<file path="config.mk">
export PLATFORM = sky130hd
export DESIGN_NAME = apb_ucpd_tx_framer_flat
export DESIGN_NICKNAME = d
export VERILOG_FILES = /design/src/rtl/apb_ucpd_pkg.sv /design/src/rtl/apb_ucpd_tx_framer_if.sv /design/src/rtl/apb_ucpd_tx_bitcnt.sv /design/src/rtl/apb_ucpd_tx_framer.sv /design/src/flat_wrapper.sv
export SDC_FILE = /design/constraint.sdc
export NUM_CORES = 1
export LEC_CHECK = 0
export CORE_UTILIZATION = 40
export CTS_CLUSTER_DIAMETER = 100
export DETAILED_ROUTE_END_ITERATION = 6
export DONT_BUFFER_PORTS = 1
export SYNTH_ARGS = -nofsm -noshare
export SYNTH_HDL_FRONTEND = slang
export SYNTH_SLANG_ARGS = --single-unit
export TNS_END_PERCENT = 5
</file>
<file path="constraint.sdc">
create_clock -name ic_clk -period 3.3 [get_ports ic_clk]
set_input_delay 0.99 -clock ic_clk [delete_from_list [all_inputs] [get_ports ic_clk]]
set_output_delay 0.99 -clock ic_clk [all_outputs]
set_load 0.05 [all_outputs]
</file>
<file path="src/rtl/apb_ucpd_pkg.sv">
// Shared constants for the UCPD transmit path: state encodings, default phase lengths
// and the retry limit used when UCPD_TX_RETRY_EN is defined.
package apb_ucpd_pkg;

  typedef logic [2:0] tx_state_t;

  localparam tx_state_t ST_IDLE = 3'd0;
  localparam tx_state_t ST_PRE  = 3'd1;
  localparam tx_state_t ST_SOP  = 3'd2;
  localparam tx_state_t ST_DATA = 3'd3;
  localparam tx_state_t ST_CRC  = 3'd4;
  localparam tx_state_t ST_EOP  = 3'd5;
  localparam tx_state_t ST_BIST = 3'd6;
  localparam tx_state_t ST_WAIT = 3'd7;

  localparam int unsigned DEF_PRE_BITS = 64;
  localparam int unsigned DEF_SOP_BITS = 20;
  localparam int unsigned DEF_CRC_BITS = 40;
  localparam int unsigned DEF_EOP_BITS = 5;
  localparam int unsigned DEF_SYM_BITS = 10;
  localparam int unsigned DEF_IFG_BITS = 25;

  localparam logic [1:0] RETRY_MAX = 2'd3;

endpackage

</file>
<file path="src/rtl/apb_ucpd_tx_framer_if.sv">
// Request/status bundle between the APB register block, TX FIFO and the frame sequencer.
interface apb_ucpd_tx_framer_if #(
  parameter int unsigned PAY_W = 10
);
  logic             ucpden;
  logic             bit_clk_red;
  logic             transwin_en;
  logic             tx_start;
  logic             tx_hrst;
  logic             tx_crst;
  logic             tx_bist;
  logic             rx_busy;
  logic             txdr_vld;
  logic [PAY_W-1:0] tx_paysize;

  logic             pre_en;
  logic             sop_en;
  logic             data_en;
  logic             crc_en;
  logic             eop_en;
  logic             bist_en;
  logic             wait_en;
  logic             bmc_en;
  logic             txfifo_ld_en;
  logic             txdr_req;
  logic             tx_msg_sent;
  logic             tx_msg_disc;
  logic             tx_hrst_sent;
  logic             tx_hrst_disc;
  logic             tx_und;
  logic             busy;

  modport slave (
    input  ucpden, bit_clk_red, transwin_en, tx_start, tx_hrst, tx_crst, tx_bist,
           rx_busy, txdr_vld, tx_paysize,
    output pre_en, sop_en, data_en, crc_en, eop_en, bist_en, wait_en, bmc_en,
           txfifo_ld_en, txdr_req, tx_msg_sent, tx_msg_disc, tx_hrst_sent,
           tx_hrst_disc, tx_und, busy
  );

  modport master (
    output ucpden, bit_clk_red, transwin_en, tx_start, tx_hrst, tx_crst, tx_bist,
           rx_busy, txdr_vld, tx_paysize,
    input  pre_en, sop_en, data_en, crc_en, eop_en, bist_en, wait_en, bmc_en,
           txfifo_ld_en, txdr_req, tx_msg_sent, tx_msg_disc, tx_hrst_sent,
           tx_hrst_disc, tx_und, busy
  );

endinterface

</file>
<file path="src/rtl/apb_ucpd_tx_bitcnt.sv">
// Bit-strobe counter; done flags the strobe on which the count reaches limit-1.
module apb_ucpd_tx_bitcnt #(
  parameter int unsigned CNT_W = 16
) (
  input  logic             clk,
  input  logic             rst_n,
  input  logic             clr,
  input  logic             strobe,
  input  logic             enable,
  input  logic [CNT_W-1:0] limit,
  output logic             done
);

  localparam logic [CNT_W-1:0] ONE = CNT_W'(1);

  logic [CNT_W-1:0] cnt;

  assign done = strobe && enable && (cnt == (limit - ONE));

  always_ff @(posedge clk or negedge rst_n) begin
    if (!rst_n) begin
      cnt <= '0;
    end else if (clr) begin
      cnt <= '0;
    end else if (strobe && enable) begin
      cnt <= cnt + ONE;
    end
  end

endmodule

</file>
<file path="src/rtl/apb_ucpd_tx_framer.sv">
// USB-PD transmit frame sequencer: preamble, SOP, payload, CRC, EOP, inter-frame gap.
// Build macro UCPD_TX_RETRY_EN adds automatic retry of messages discarded for rx_busy.
module apb_ucpd_tx_framer
  import apb_ucpd_pkg::*;
#(
  parameter int unsigned PAY_W     = 10,
  parameter int unsigned PRE_BITS  = DEF_PRE_BITS,
  parameter int unsigned SOP_BITS  = DEF_SOP_BITS,
  parameter int unsigned CRC_BITS  = DEF_CRC_BITS,
  parameter int unsigned EOP_BITS  = DEF_EOP_BITS,
  parameter int unsigned SYM_BITS  = DEF_SYM_BITS,
  parameter int unsigned IFG_BITS  = DEF_IFG_BITS,
  parameter int unsigned BIST_BITS = 16'd1024,
  parameter int unsigned CNT_W     = 16
) (
  input logic                 ic_clk,
  input logic                 ic_rst_n,
  apb_ucpd_tx_framer_if.slave bus
);

  localparam logic [PAY_W-1:0] PAY_ONE = PAY_W'(1);

  tx_state_t        state, state_nxt;
  logic             hrst_flag, crst_flag, bist_lat, hrst_pend, aborted;
  logic             hflag_nxt, cflag_nxt, blat_nxt, pend_nxt, abort_nxt;
  logic [PAY_W-1:0] pay_q, pay_nxt, byte_cnt, byte_nxt, last_byte;
  logic             ld_q, sent_q, disc_q, hsent_q, hdisc_q, und_q;
  logic             ld_nxt, sent_nxt, disc_nxt, hsent_nxt, hdisc_nxt, und_nxt;
  logic [CNT_W-1:0] limit;
  logic             done, bc_clr, pend_set, active, strobe;

`ifdef UCPD_TX_RETRY_EN
  logic [1:0] retry_cnt, retry_nxt;
  logic       win_q, win_first;

  assign win_first = bus.transwin_en && !win_q;
`endif

  assign active    = (state != ST_IDLE);
  assign strobe    = bus.bit_clk_red;
  assign last_byte = pay_q - PAY_ONE;
  // A hard-reset request while a frame is in flight is remembered rather than dropped.
  assign pend_set  = bus.tx_hrst && !hrst_flag && active;

  always_comb begin
    case (state)
      ST_PRE:  limit = CNT_W'(PRE_BITS);
      ST_SOP:  limit = CNT_W'(SOP_BITS);
      ST_DATA: limit = CNT_W'(SYM_BITS);
      ST_CRC:  limit = CNT_W'(CRC_BITS);
      ST_EOP:  limit = CNT_W'(EOP_BITS);
      ST_BIST: limit = CNT_W'(BIST_BITS);
      ST_WAIT: limit = CNT_W'(IFG_BITS);
      default: limit = '0;
    endcase
  end

  apb_ucpd_tx_bitcnt #(
    .CNT_W(CNT_W)
  ) u_bitcnt (
    .clk    (ic_clk),
    .rst_n  (ic_rst_n),
    .clr    (bc_clr),
    .strobe (strobe),
    .enable (active),
    .limit  (limit),
    .done   (done)
  );

  // The counter also serves as the in-byte symbol counter, so it restarts every byte.
  assign bc_clr = !bus.ucpden || done || (state_nxt != state);

  always_comb begin
    state_nxt = state;
    hflag_nxt = hrst_flag;
    cflag_nxt = crst_flag;
    blat_nxt  = bist_lat;
    pend_nxt  = hrst_pend || pend_set;
    abort_nxt = aborted;
    pay_nxt   = pay_q;
    byte_nxt  = byte_cnt;
    ld_nxt    = 1'b0;
    sent_nxt  = 1'b0;
    disc_nxt  = 1'b0;
    hsent_nxt = 1'b0;
    hdisc_nxt = 1'b0;
    und_nxt   = 1'b0;
`ifdef UCPD_TX_RETRY_EN
    retry_nxt = retry_cnt;
`endif

    case (state)
      ST_IDLE: begin
        if (bus.transwin_en) begin
          if (hrst_pend || (bus.tx_hrst && !bus.rx_busy)) begin
            hflag_nxt = 1'b1;
            pend_nxt  = 1'b0;
            state_nxt = ST_PRE;
          end else if (bus.tx_hrst) begin
            hdisc_nxt = 1'b1;
          end else if (bus.tx_crst) begin
            cflag_nxt = 1'b1;
            state_nxt = ST_PRE;
          end else if (bus.tx_bist) begin
            blat_nxt  = 1'b1;
            state_nxt = ST_PRE;
          end else if (bus.tx_start && bus.rx_busy) begin
`ifdef UCPD_TX_RETRY_EN
            // One attempt per window; only the final failed attempt is reported.
            if (win_first) begin
              if (retry_cnt == RETRY_MAX) begin
                disc_nxt  = 1'b1;
                retry_nxt = '0;
              end else begin
                retry_nxt = retry_cnt + 2'd1;
              end
            end
`else
            disc_nxt = 1'b1;
`endif
          end else if (bus.tx_start) begin
            state_nxt = ST_PRE;
`ifdef UCPD_TX_RETRY_EN
            retry_nxt = '0;
`endif
          end
          if (state_nxt == ST_PRE) begin
            pay_nxt   = bus.tx_paysize;
            abort_nxt = 1'b0;
          end
        end
      end
      ST_PRE: begin
        if (done) begin
          state_nxt = ST_SOP;
          if (hrst_pend || pend_set) begin
            hflag_nxt = 1'b1;
            pend_nxt  = 1'b0;
          end
        end
      end
      ST_SOP: begin
        if (done) begin
          if (hrst_flag) begin
            state_nxt = ST_WAIT;
            hsent_nxt = 1'b1;
          end else if (crst_flag) begin
            state_nxt = ST_WAIT;
          end else if (bist_lat) begin
            state_nxt = ST_BIST;
          end else begin
            state_nxt = ST_DATA;
            ld_nxt    = 1'b1;
            byte_nxt  = '0;
          end
        end
      end
      ST_DATA: begin
        if (strobe && (hrst_pend || pend_set)) begin
          state_nxt = ST_EOP;
          abort_nxt = 1'b1;
        end else if (done) begin
          if (byte_cnt == last_byte) begin
            state_nxt = ST_CRC;
          end else begin
            ld_nxt   = 1'b1;
            byte_nxt = byte_cnt + PAY_ONE;
            if (!bus.txdr_vld) begin
              und_nxt   = 1'b1;
              state_nxt = ST_EOP;
              abort_nxt = 1'b1;
            end
          end
        end
      end
      ST_CRC: begin
        if (strobe && (hrst_pend || pend_set)) begin
          state_nxt = ST_EOP;
          abort_nxt = 1'b1;
        end else if (done) begin
          state_nxt = ST_EOP;
        end
      end
      ST_EOP: begin
        if (done) begin
          state_nxt = ST_WAIT;
          sent_nxt  = !aborted;
        end
      end
      ST_BIST: begin
        if (done) state_nxt = ST_WAIT;
      end
      default: begin
        if (done) begin
          state_nxt = ST_IDLE;
          hflag_nxt = 1'b0;
          cflag_nxt = 1'b0;
          blat_nxt  = 1'b0;
        end
      end
    endcase

    if (!bus.ucpden) begin
      state_nxt = ST_IDLE;
      hflag_nxt = 1'b0;
      cflag_nxt = 1'b0;
      blat_nxt  = 1'b0;
      pend_nxt  = 1'b0;
      abort_nxt = 1'b0;
      pay_nxt   = '0;
      byte_nxt  = '0;
      ld_nxt    = 1'b0;
      sent_nxt  = 1'b0;
      disc_nxt  = 1'b0;
      hsent_nxt = 1'b0;
      hdisc_nxt = 1'b0;
      und_nxt   = 1'b0;
`ifdef UCPD_TX_RETRY_EN
      retry_nxt = '0;
`endif
    end
  end

  always_ff @(posedge ic_clk or negedge ic_rst_n) begin
    if (!ic_rst_n) begin
      state     <= ST_IDLE;
      hrst_flag <= 1'b0;
      crst_flag <= 1'b0;
      bist_lat  <= 1'b0;
      hrst_pend <= 1'b0;
      aborted   <= 1'b0;
      pay_q     <= '0;
      byte_cnt  <= '0;
      ld_q      <= 1'b0;
      sent_q    <= 1'b0;
      disc_q    <= 1'b0;
      hsent_q   <= 1'b0;
      hdisc_q   <= 1'b0;
      und_q     <= 1'b0;
    end else begin
      state     <= state_nxt;
      hrst_flag <= hflag_nxt;
      crst_flag <= cflag_nxt;
      bist_lat  <= blat_nxt;
      hrst_pend <= pend_nxt;
      aborted   <= abort_nxt;
      pay_q     <= pay_nxt;
      byte_cnt  <= byte_nxt;
      ld_q      <= ld_nxt;
      sent_q    <= sent_nxt;
      disc_q    <= disc_nxt;
      hsent_q   <= hsent_nxt;
      hdisc_q   <= hdisc_nxt;
      und_q     <= und_nxt;
    end
  end

`ifdef UCPD_TX_RETRY_EN
  always_ff @(posedge ic_clk or negedge ic_rst_n) begin
    if (!ic_rst_n) begin
      retry_cnt <= '0;
      win_q     <= 1'b0;
    end else begin
      retry_cnt <= retry_nxt;
      win_q     <= bus.transwin_en;
    end
  end
`endif

  assign bus.pre_en       = (state == ST_PRE);
  assign bus.sop_en       = (state == ST_SOP);
  assign bus.data_en      = (state == ST_DATA);
  assign bus.crc_en       = (state == ST_CRC);
  assign bus.eop_en       = (state == ST_EOP);
  assign bus.bist_en      = (state == ST_BIST);
  assign bus.wait_en      = (state == ST_WAIT);
  assign bus.bmc_en       = active;
  assign bus.busy         = active;
  assign bus.txdr_req     = (state == ST_DATA) && (byte_cnt < last_byte);
  assign bus.txfifo_ld_en = ld_q;
  assign bus.tx_msg_sent  = sent_q;
  assign bus.tx_msg_disc  = disc_q;
  assign bus.tx_hrst_sent = hsent_q;
  assign bus.tx_hrst_disc = hdisc_q;
  assign bus.tx_und       = und_q;

endmodule

</file>
<file path="src/flat_wrapper.sv">
// flat-port wrapper written by rule: the top's interface ports become plain ports
module apb_ucpd_tx_framer_flat import apb_ucpd_pkg::*;
#(
  parameter int unsigned PAY_W     = 10,
  parameter int unsigned PRE_BITS  = DEF_PRE_BITS,
  parameter int unsigned SOP_BITS  = DEF_SOP_BITS,
  parameter int unsigned CRC_BITS  = DEF_CRC_BITS,
  parameter int unsigned EOP_BITS  = DEF_EOP_BITS,
  parameter int unsigned SYM_BITS  = DEF_SYM_BITS,
  parameter int unsigned IFG_BITS  = DEF_IFG_BITS,
  parameter int unsigned BIST_BITS = 16'd1024,
  parameter int unsigned CNT_W     = 16
)
  (ic_clk, ic_rst_n, bus_ucpden, bus_bit_clk_red, bus_transwin_en, bus_tx_start, bus_tx_hrst, bus_tx_crst, bus_tx_bist, bus_rx_busy, bus_txdr_vld, bus_tx_paysize, bus_pre_en, bus_sop_en, bus_data_en, bus_crc_en, bus_eop_en, bus_bist_en, bus_wait_en, bus_bmc_en, bus_txfifo_ld_en, bus_txdr_req, bus_tx_msg_sent, bus_tx_msg_disc, bus_tx_hrst_sent, bus_tx_hrst_disc, bus_tx_und, bus_busy);
  apb_ucpd_tx_framer_if #(.PAY_W(PAY_W)) bus_i ();
  input logic ic_clk;
  input logic ic_rst_n;
  input wire logic [$bits(bus_i.ucpden)-1:0] bus_ucpden;
  input wire logic [$bits(bus_i.bit_clk_red)-1:0] bus_bit_clk_red;
  input wire logic [$bits(bus_i.transwin_en)-1:0] bus_transwin_en;
  input wire logic [$bits(bus_i.tx_start)-1:0] bus_tx_start;
  input wire logic [$bits(bus_i.tx_hrst)-1:0] bus_tx_hrst;
  input wire logic [$bits(bus_i.tx_crst)-1:0] bus_tx_crst;
  input wire logic [$bits(bus_i.tx_bist)-1:0] bus_tx_bist;
  input wire logic [$bits(bus_i.rx_busy)-1:0] bus_rx_busy;
  input wire logic [$bits(bus_i.txdr_vld)-1:0] bus_txdr_vld;
  input wire logic [$bits(bus_i.tx_paysize)-1:0] bus_tx_paysize;
  output wire logic [$bits(bus_i.pre_en)-1:0] bus_pre_en;
  output wire logic [$bits(bus_i.sop_en)-1:0] bus_sop_en;
  output wire logic [$bits(bus_i.data_en)-1:0] bus_data_en;
  output wire logic [$bits(bus_i.crc_en)-1:0] bus_crc_en;
  output wire logic [$bits(bus_i.eop_en)-1:0] bus_eop_en;
  output wire logic [$bits(bus_i.bist_en)-1:0] bus_bist_en;
  output wire logic [$bits(bus_i.wait_en)-1:0] bus_wait_en;
  output wire logic [$bits(bus_i.bmc_en)-1:0] bus_bmc_en;
  output wire logic [$bits(bus_i.txfifo_ld_en)-1:0] bus_txfifo_ld_en;
  output wire logic [$bits(bus_i.txdr_req)-1:0] bus_txdr_req;
  output wire logic [$bits(bus_i.tx_msg_sent)-1:0] bus_tx_msg_sent;
  output wire logic [$bits(bus_i.tx_msg_disc)-1:0] bus_tx_msg_disc;
  output wire logic [$bits(bus_i.tx_hrst_sent)-1:0] bus_tx_hrst_sent;
  output wire logic [$bits(bus_i.tx_hrst_disc)-1:0] bus_tx_hrst_disc;
  output wire logic [$bits(bus_i.tx_und)-1:0] bus_tx_und;
  output wire logic [$bits(bus_i.busy)-1:0] bus_busy;
  assign bus_i.ucpden = bus_ucpden;
  assign bus_i.bit_clk_red = bus_bit_clk_red;
  assign bus_i.transwin_en = bus_transwin_en;
  assign bus_i.tx_start = bus_tx_start;
  assign bus_i.tx_hrst = bus_tx_hrst;
  assign bus_i.tx_crst = bus_tx_crst;
  assign bus_i.tx_bist = bus_tx_bist;
  assign bus_i.rx_busy = bus_rx_busy;
  assign bus_i.txdr_vld = bus_txdr_vld;
  assign bus_i.tx_paysize = bus_tx_paysize;
  assign bus_pre_en = bus_i.pre_en;
  assign bus_sop_en = bus_i.sop_en;
  assign bus_data_en = bus_i.data_en;
  assign bus_crc_en = bus_i.crc_en;
  assign bus_eop_en = bus_i.eop_en;
  assign bus_bist_en = bus_i.bist_en;
  assign bus_wait_en = bus_i.wait_en;
  assign bus_bmc_en = bus_i.bmc_en;
  assign bus_txfifo_ld_en = bus_i.txfifo_ld_en;
  assign bus_txdr_req = bus_i.txdr_req;
  assign bus_tx_msg_sent = bus_i.tx_msg_sent;
  assign bus_tx_msg_disc = bus_i.tx_msg_disc;
  assign bus_tx_hrst_sent = bus_i.tx_hrst_sent;
  assign bus_tx_hrst_disc = bus_i.tx_hrst_disc;
  assign bus_tx_und = bus_i.tx_und;
  assign bus_busy = bus_i.busy;
  apb_ucpd_tx_framer #(.PAY_W(PAY_W), .PRE_BITS(PRE_BITS), .SOP_BITS(SOP_BITS), .CRC_BITS(CRC_BITS), .EOP_BITS(EOP_BITS), .SYM_BITS(SYM_BITS), .IFG_BITS(IFG_BITS), .BIST_BITS(BIST_BITS), .CNT_W(CNT_W)) u_core (.ic_clk(ic_clk), .ic_rst_n(ic_rst_n), .bus(bus_i));
endmodule
</file>
==> flow_summary.toml <==
[outcome]
status = "complete, but fails checks"
failed_checks = "setup timing"

[synth]
yosys_register_bits = 50
synth-main-ff-cell = "dfrtp_1"
ys_async_sr_fraction_pct = 100.0
synth_top_area_share_pct = 36.01
syn_inst = 393
synth_warnings = 0
ys_seq_area_share_pct = 36.01
ys_top_cells_by_area = "dfrtp_1 (36%), ha_1 (5.0%), nor2_1 (4.6%)"
synth_top_area_cell = "dfrtp_1"
syn_avg_cell_area_um2 = 8.841
synth-edff-count = 0
synthDistinctLibCells = 65
syn_area_um2 = 3475
syn-num-nets = 428

[timing]
final.setup.tns_ns = -0.5651
post-route-period-util_pct = 116.2
slew_headroom_pct = 55.09
period_minus_slack_ns = 3.834
slew_violations = 0
fin_ws_ns = -0.5338
skew_ns = 0.008389
fmax_mhz = 260.8
worst_slew_pin_slew_ns = 0.6643
finalSetupViolCount = 2
hold_violations = 0
rsz0062_at_grt = "yes"

[drt]
vias = 3040
drt-pass1-iter-count = 4
routed_wl_um = 8807
drt_iter0_drc = 242
viasPerCell = 5.869
ant_nets = 0
post_drt_wl_per_cell_um = 17.00
drc = 0

[worst_setup_path]
worst-path-max-fanout = 2
startpoint_type = "flop"
crit_type = "reg -> out"
crit_required_ns = 2.31
end_kind = "output port"
critPathArrivalTime_ns = 2.84

[die]
dieArea_um2 = 9063
num_rows = 33
initial_core_util_pct = 41.87
fp.dieH_um = 95.20
io_pins = 37
coreArea_um2 = 8299
die_x_um = 95.20

[power]
ir_drop_mv = 0.2226
p_switching_mw = 0.3721
p_seq_share_pct = 47.2
power_leakage_nw = 1.744
p_sw_share_pct = 27.46
powerDensity_nw_per_um2 = 342.2
p_int_mw = 0.9830
p_clk_share_pct = 35.4
p_comb_share_pct = 17.4

[global_route]
grt_pass1_wl_um = 14640
grt.total_usage_pct = 20.80
grt_pass1_vias = 2888
overflow = 0
grt_start_max_net_pins = 51
antenna_found_initial = 0

[cts]
cts-root-buf = "clkbuf_8"
clk_pin_slew_ns = 0.10
cts.sinks = 50
cts_max_level = 2
cts_tree = "yes"
numCtsBuffers = 5
cts_buffer_depth = 2
hold_buffers = 0
clk_latency_ns = 0.32

[place]
portBuffers = 0
placed_cell_area_um2 = 3790
place.gp.congestion = 0.8130
pre_cts_ws_ns = -0.2699
place_hpwl_um = 6440

[layout]
drive_above_1_share_pct = 17.43
final_nets = 447
mostFrequentLayoutCell = "dfrtp_1"
layout_common_cells = "dfrtp_1 (50), nor2_1 (43), buf_4 (35)"
num-fill-cells = 772
areaGrowthSynthToFinish_pct = 13.97
diodes = 0
final_util_pct = 47.72
stdcell_area_um2 = 3960

[job]
cap_violations = 0

[worst_hold_path]
hp-class = "in -> async"
## kinds of logic after synthesis
kind of cell | after synthesis | synth area share [%]
and+or+nand+nor | 167 | 26.25
AOI/OAI and AO/OA | 83 | 16.82
DFF | 50 | 36.01
buffers and inverters | 37 | 4.825
xor gates and xnor gates | 29 | 7.310
adders and majority gates | 14 | 5.041
muxes | 13 | 3.745
## Yosys cell counts, drive strengths merged (3+ instances only)
master	instances
nor3	17
a211oi	3
and3	10
nand4	11
nand2b	6
o21ai	11
o31ai	10
buf	11
nor2b	6
nand2	21
a31oi	5
o2111ai	3
and2	5
nor4	4
o311ai	5
xor2	17
or4	4
nor2	44
a21oi	16
clkbuf	12
dfrtp	50
inv	14
and4	4
ha	14
nand4b	4
nand3	18
o21a	4
mux2i	13
o211ai	3
a21o	4
xnor2	12
## area by class of cell
type / count / area (um2) / share of cell area, %
clock buffers: 6 / 82.58 / 2.085
clock inverters: 2 / 38.79 / 0.9795
inverters: 14 / 52.55 / 1.327
multi-input cells: 306 / 2141 / 54.06
flip-flops and latches: 50 / 1251 / 31.60
well taps: 105 / 131.4 / 3.318
repair buffers: 35 / 262.8 / 6.635
## worst paths after layout
path	cells after the start	to	from	slack, ns
setup / recovery	11	bus_txdr_req	u_core.pay_q[1]	-0.53
hold / removal	0	u_core.pay_q[3]	ic_rst_n	0.35
setup reg to reg	15	u_core.byte_cnt[8]	u_core.pay_q[1]	-0.03
hold reg to reg	2	u_core.bist_lat	u_core.bist_lat	0.57
max in group asynchronous	0	u_core.state[2]	ic_rst_n	2.82
min in group ic_clk	2	u_core.bist_lat	u_core.bist_lat	0.57
## metal layers
layer	global-route usage (%)	up-vias	wire length, um
met3	4.306	10	607
met5	0	-	0
met2	30.48	95	3803
met1	30.51	1455	4279
met4	6.061	0	116
li1	-	1480	-
## state kept, by name, indices dropped and copies added, names as in the netlist
signal,flops
u_core.aborted,1
u_core.bist_lat,1
u_core.bus.tx_hrst_disc,1
u_core.bus.tx_hrst_sent,1
u_core.bus.tx_msg_disc,1
u_core.bus.tx_msg_sent,1
u_core.bus.tx_und,1
u_core.bus.txfifo_ld_en,1
u_core.byte_cnt,10
u_core.crst_flag,1
u_core.hrst_flag,1
u_core.hrst_pend,1
u_core.pay_q,10
u_core.state,3
u_core.u_bitcnt.cnt,16
## stage by stage
| step | hold WS (ns) | total power, mW | cells |
|---|---|---|---|
| floorplan | 0.4890 | 0.8119 | 393 |
| global placement | 0.5147 | 0.8723 | 509 |
| detailed placement | 0.5197 | 0.8781 | 509 |
| CTS | 0.3448 | 1.361 | 517 |
| global route | 0.3241 | 1.418 | 518 |
| finish | 0.3516 | 1.355 | 518 |
## power by group through the flow
stage	Combinational (mW)	Sequential, mW	Clock (mW)
after floorplan	0.163	0.649	0
after global routing	0.260	0.642	0.516
after global placement	0.222	0.651	0
final	0.235	0.640	0.480
after CTS	0.232	0.639	0.489
after detailed placement	0.227	0.651	0
## worst max-delay path, stage by stage (launching register included)
cell and delay, ns:
dfrtp_1 0.41, inv_2 0.08, ha_4 0.13, nand2_2 0.05
or3_4 0.33, or3_1 0.32, xor2_1 0.15, ha_1 0.31
a21o_1 0.18, a211oi_2 0.17, o31a_1 0.17, o21a_4 0.22
## timing repair
action                                  in CTS  in global routing
endpoints found under the setup margin       4                 12
endpoints found under the hold margin        0                  0
gates resized for setup                      5                  5
pin swaps                                    0                  3
setup buffers                                0                  1
(Power assumes the default switching activity.)
